## src/rtl/cdc_handshake_sender.sv

```systemverilog
// rtl/cdc_handshake_sender.sv - 4-phase req/ack sending-side controller with ack synchronizer
//
// cdc_bit_synchronizer: SYNC_DEPTH = 2+EXTRA_DEPTH flop chain bringing one asynchronous
//   bit into receiving_clock. Stages reset to 0.
//   receiving_clock, receiving_reset_n (async, active-low), bit_in (async), bit_out.
//
// cdc_handshake_sender: accepts a word on data_in/data_valid/data_ready, holds it on
//   held_data and runs a 4-phase handshake (req up, ack up, req down, ack down).
//   sending_clock, sending_reset_n (async, active-low)
//   data_in, data_valid, data_ready   local word interface
//   held_data, req, ack_async         crossing interface
//   busy, done                        transfer status (done is a one-cycle pulse)
//   timeout_error, error_clear        sticky handshake timeout flag and its clear

module cdc_bit_synchronizer #(
  parameter int EXTRA_DEPTH = 0
) (
  input  logic receiving_clock,
  input  logic receiving_reset_n,
  input  logic bit_in,
  output logic bit_out
);

  localparam int SYNC_DEPTH = 2 + EXTRA_DEPTH;

  logic [SYNC_DEPTH-1:0] stages;

  always_ff @(posedge receiving_clock or negedge receiving_reset_n) begin
    if (!receiving_reset_n) begin
      stages <= '0;
    end else begin
      stages <= {stages[SYNC_DEPTH-2:0], bit_in};
    end
  end

  assign bit_out = stages[SYNC_DEPTH-1];

endmodule

module cdc_handshake_sender #(
  parameter int WIDTH          = 32,
  parameter int EXTRA_DEPTH    = 0,
  parameter int TIMEOUT_CYCLES = 0,
  parameter int TIMEOUT_WIDTH  = 16
) (
  input  logic             sending_clock,
  input  logic             sending_reset_n,
  input  logic [WIDTH-1:0] data_in,
  input  logic             data_valid,
  output logic             data_ready,
  output logic [WIDTH-1:0] held_data,
  output logic             req,
  input  logic             ack_async,
  output logic             busy,
  output logic             done,
  output logic             timeout_error,
  input  logic             error_clear
);

  localparam logic [TIMEOUT_WIDTH-1:0] TIMEOUT_LIMIT = TIMEOUT_WIDTH'(TIMEOUT_CYCLES);

  typedef enum logic [1:0] {
    IDLE    = 2'd0,
    REQ     = 2'd1,
    RELEASE = 2'd2
  } state_t;

  state_t                   state, state_next;
  logic                     ack_sync;
  logic                     accept;
  logic [WIDTH-1:0]         held_data_next;
  logic                     req_next;
  logic                     busy_next;
  logic                     done_next;
  logic                     timeout_error_next;
  logic                     timeout_hit;
  logic [TIMEOUT_WIDTH-1:0] timeout_count, timeout_count_next;

  cdc_bit_synchronizer #(
    .EXTRA_DEPTH (EXTRA_DEPTH)
  ) u_ack_sync (
    .receiving_clock   (sending_clock),
    .receiving_reset_n (sending_reset_n),
    .bit_in            (ack_async),
    .bit_out           (ack_sync)
  );

  // A still-high ack left over from an interrupted transfer would complete the
  // next handshake at once, so no word is accepted until the receiver has let go.
  assign data_ready = (state == IDLE) && !ack_sync;
  assign accept     = data_valid && data_ready;

  always_ff @(posedge sending_clock or negedge sending_reset_n) begin
    if (!sending_reset_n) begin
      state         <= IDLE;
      held_data     <= '0;
      req           <= 1'b0;
      busy          <= 1'b0;
      done          <= 1'b0;
      timeout_error <= 1'b0;
      timeout_count <= '0;
    end else begin
      state         <= state_next;
      held_data     <= held_data_next;
      req           <= req_next;
      busy          <= busy_next;
      done          <= done_next;
      timeout_error <= timeout_error_next;
      timeout_count <= timeout_count_next;
    end
  end

  always_comb begin
    state_next     = state;
    held_data_next = held_data;
    req_next       = req;
    busy_next      = busy;
    done_next      = 1'b0;
    case (state)
      IDLE: begin
        if (accept) begin
          held_data_next = data_in;
          req_next       = 1'b1;
          busy_next      = 1'b1;
          state_next     = REQ;
        end
      end
      REQ: begin
        if (ack_sync) begin
          req_next   = 1'b0;
          state_next = RELEASE;
        end
      end
      RELEASE: begin
        if (!ack_sync) begin
          done_next  = 1'b1;
          busy_next  = 1'b0;
          state_next = IDLE;
        end
      end
      default: begin
        req_next   = 1'b0;
        busy_next  = 1'b0;
        state_next = IDLE;
      end
    endcase
  end

  // The counter stops at the limit so the flag fires once per wait phase; a
  // clear during a long wait is therefore not immediately undone.
  always_comb begin
    timeout_count_next = timeout_count;
    timeout_hit        = 1'b0;
    if (TIMEOUT_CYCLES != 0) begin
      if (state_next != state) begin
        timeout_count_next = '0;
      end else if (state != IDLE) begin
        if (timeout_count != TIMEOUT_LIMIT) begin
          timeout_count_next = timeout_count + 1'b1;
        end
        if (timeout_count == TIMEOUT_LIMIT - 1'b1) begin
          timeout_hit = 1'b1;
        end
      end
    end
  end

  always_comb begin
    timeout_error_next = timeout_error;
    if (timeout_hit) begin
      timeout_error_next = 1'b1;
    end else if (error_clear) begin
      timeout_error_next = 1'b0;
    end
  end

endmodule

```

## config.mk

```make
export PLATFORM = sky130hd
export DESIGN_NAME = cdc_handshake_sender
export DESIGN_NICKNAME = d
export VERILOG_FILES = /design/src/rtl/cdc_handshake_sender.sv
export SDC_FILE = /design/constraint.sdc
export NUM_CORES = 1
export LEC_CHECK = 0
export CAP_MARGIN = 0
export CELL_PAD_IN_SITES_DETAIL_PLACEMENT = 1
export CELL_PAD_IN_SITES_GLOBAL_PLACEMENT = 2
export CORE_UTILIZATION = 25
export DETAILED_ROUTE_END_ITERATION = 10
export DONT_BUFFER_PORTS = 1
export PLACE_DENSITY_LB_ADDON = 0.08
export SYNTH_ARGS = -nofsm -noshare
export SYNTH_HDL_FRONTEND = slang
export SYNTH_SLANG_ARGS = --single-unit
```

## constraint.sdc

```tcl
create_clock -name sending_clock -period 1.9 [get_ports sending_clock]
set_clock_uncertainty 0.15 [all_clocks]
set_input_delay 0.475 -clock sending_clock [delete_from_list [all_inputs] [get_ports sending_clock]]
set_output_delay 0.475 -clock sending_clock [all_outputs]
set_load 0.01 [all_outputs]
```

==> results.md <==
- CP Capture Type: primary output
- Die Area: 6730 um2
- Post-DP HPWL: 1970 um
- Fin nets: 134
- CP arrival: 1.21 ns
- H-tree Lvls: 2
- Pleak: 0.000808 uW
- RSZ-0062 raised after global routing: no
- Clk_lat worst skew: 0.29 ns
- Worst Reg-to-Reg Cells: 3
- Largest net degree at the start of global routing: 40
- Clock Path Buffers: 2
- Syn avg cell area: 17.8 um2
- Design Area, Final: 1820 um2
- CTS Buf Count: 5
- Max-slew violations: 0
- First-pass GRT wire length: 4320 um
- Cell Pwr Density: 1280 nW/um2
- Detailed Route WL: 2870 um
- Die H: 82.0 um
- Worst EP required: 1.27 ns
- Status: finished clean
- Vias in the first global route: 813
- Syn nets: 127
- DRC violations left: 0
- Ant diodes: 0
- Register area share after synthesis: 60.9%
- Drt first pass iters: 3
- Routability cong.: 0.647
- Fmax: 544 MHz
- Fillers: 632
- Core box area: 6060 um2
- Crit path launch: state[0]
- I/O pin count: 74
- Final TNS setup: 0 ns
- CTS root buffer: clkbuf_8
- Layout cells sized above 1: 46.9%
- Startpoint Class: register
- Initial antenna violation count: 0
- Drt via density: 4.38
- Sequential power share: 56.1%
- Reg-to-reg endpoint: held_data[29]
- Pint: 1680 uW
- Sw Ratio: 28.1%
- DR WL/cell: 16.6 um
- Max-cap violation count: 0
- R2r setup slk: 0.20 ns
- Crit path time final: 1.84 ns
- Area after DPL: 1690 um2
- Final Hold Fails: 0
- Clock power frac: 26.0%
- CTS Sinks: 39
- Die Wd: 82.0 um
- Hold/Removal Path Class: in -> reg
- GR Overflow Total: 0
- Setup Fix Bufs, Post-CTS: 0
- Synth-to-layout area growth: 13.8%
- Critical path type: reg -> out
- Starting Density: 26.4%
- # port buffers: 0
- Area occupied by multi-input gates: 564 um2
- Gate Count Post-Synth: 90
- Final worst-path cycle share: 96.8%
- Routed vias: 758
- Reg area: 976 um2
- Core Rows: 28
- Psw: 658 uW
- Yosys warning count: 0
- Logic gate share of total power: 18.0%
- Worst setup path end: data_ready
- Seq cells post-synth: 39
- Peak supply drop: 0.404 mV
- Unique cell type count in the Yosys netlist: 17
- Final setup viols: 0
- Syn Std Cell Area: 1600 um2
- All-Layer GR Usage: 9.12%
- Drt initial violations: 6
- CTS tree: done
- CP Max Fanout: 5
- Reg-to-reg critical path startpoint: u_ack_sync.stages[1]
- Final ANT Viol Nets: 0
- CTS clk-pin slew, worst paths: 0.08 ns
## power groups by stage
| stage | logic, uW | clock network [uW] | registers (uW) |
|---|---|---|---|
| floorplan | 370 | 0 | 1270 |
| global placement | 391 | 0 | 1330 |
| detailed placement | 404 | 0 | 1330 |
| CTS | 430 | 635 | 1320 |
| global route | 459 | 674 | 1350 |
| finish | 421 | 608 | 1310 |
## metal layers
layer	up-vias	wire (um)	global-route usage, %
met5	-	0	0
met2	50	1360	13.1
met1	381	1140	10.7
met3	5	325	5.11
met4	0	39	4.74
li1	322	-	-
## Yosys cell counts (all sizes together)
library cell | number | share of area, %
nor3b | 2 | 0.94
and2 | 1 | 0.39
xor2 | 1 | 0.55
conb | 1 | 0.23
mux2 | 32 | 29
inv | 1 | 0.23
a311o | 1 | 0.63
and2b | 1 | 0.55
buf | 6 | 3.6
nor4b | 1 | 1.5
nor3 | 2 | 0.63
a211o | 1 | 0.55
nor2 | 1 | 0.23
dfrtp | 39 | 61
## cells in the final DEF (no fill, tap or decap)
master          n
a311o_1         1
xor2_1          1
conb_1          1
and2b_2         1
nor3_1          2
mux2_2          4
nor4b_4         1
buf_4           2
and2_1          1
clkbuf_1        1
mux2_4         28
a211o_1         1
buf_12          3
nor3b_1         2
dlygate4sd3_1   1
dfrtp_1        39
inv_1           1
nor2_1          1
clkbuf_8        7
## layout make-up
cell class	count	share of cell area [%]
Inverter	1	0.206
Tap cell	75	5.15
Sequential cell	39	53.5
Multi-Input combinational cell	44	31.0
Timing Repair Buffer	6	4.67
Clock buffer	8	5.49
## per-stage QoR
| stage | instances | util, % | setup WS, ns | power (uW) | hold slack (ns) |
|---|---|---|---|---|---|
| finish | 173 | 30.1 | 0.0614 | 2340 | 0.0572 |
| global route | 173 | 30.1 | 0.0113 | 2480 | 0.0362 |
| CTS | 173 | 30.1 | 0.0327 | 2380 | 0.0464 |
| detailed placement | 163 | 27.9 | 0.191 | 1730 | 0.0305 |
| global placement | 163 | 27.9 | 0.201 | 1720 | 0.0303 |
| floorplan | 90 | - | 0.144 | 1650 | 0.0294 |
## state kept, by name, summed over array words and instances (netlist names)
name / count
state: 2
u_ack_sync.stages: 2
busy: 1
req: 1
done: 1
held_data: 32
## worst max-delay path, cell delays in order, from the launching register on
cell     delay, ns
dfrtp_1       0.41
buf_4         0.17
nor3_1        0.34
## cells by family (layout without fill, tap and decap cells)
| logic type | after synthesis | after routing | share of synthesized area (%) |
|---|---|---|---|
| xor gates and xnor gates | 1 | 1 | 0.547 |
| and+or+nand+nor | 8 | 8 | 4.22 |
| buffers and inverters | 7 | 15 | 3.83 |
| muxes | 32 | 32 | 29.1 |
| other | 1 | 1 | 0.234 |
| AOI/OAI and AO/OA | 2 | 2 | 1.17 |
| DFF | 39 | 39 | 60.9 |
## worst min-delay path by stage
| stage | cells past startpoint | endpoint | slack (ns) | startpoint |
|---|---|---|---|---|
| floorplan | 0 | busy | 0.03 | sending_reset_n |
| global placement | 0 | held_data[27] | 0.03 | sending_reset_n |
| detailed placement | 0 | held_data[27] | 0.03 | sending_reset_n |
| CTS | 0 | u_ack_sync.stages[0] | 0.05 | ack_async |
| global route | 0 | u_ack_sync.stages[0] | 0.04 | ack_async |
| finish | 0 | u_ack_sync.stages[0] | 0.06 | ack_async |
## timing repair
action / in CTS / in global routing
endpoints found under the setup margin: 0 / 0
gates resized for setup: 0 / 0
hold buffers: 2 / 0
endpoints found under the hold margin: 39 / 0
Note: power is estimated with default switching activity, not from simulation.
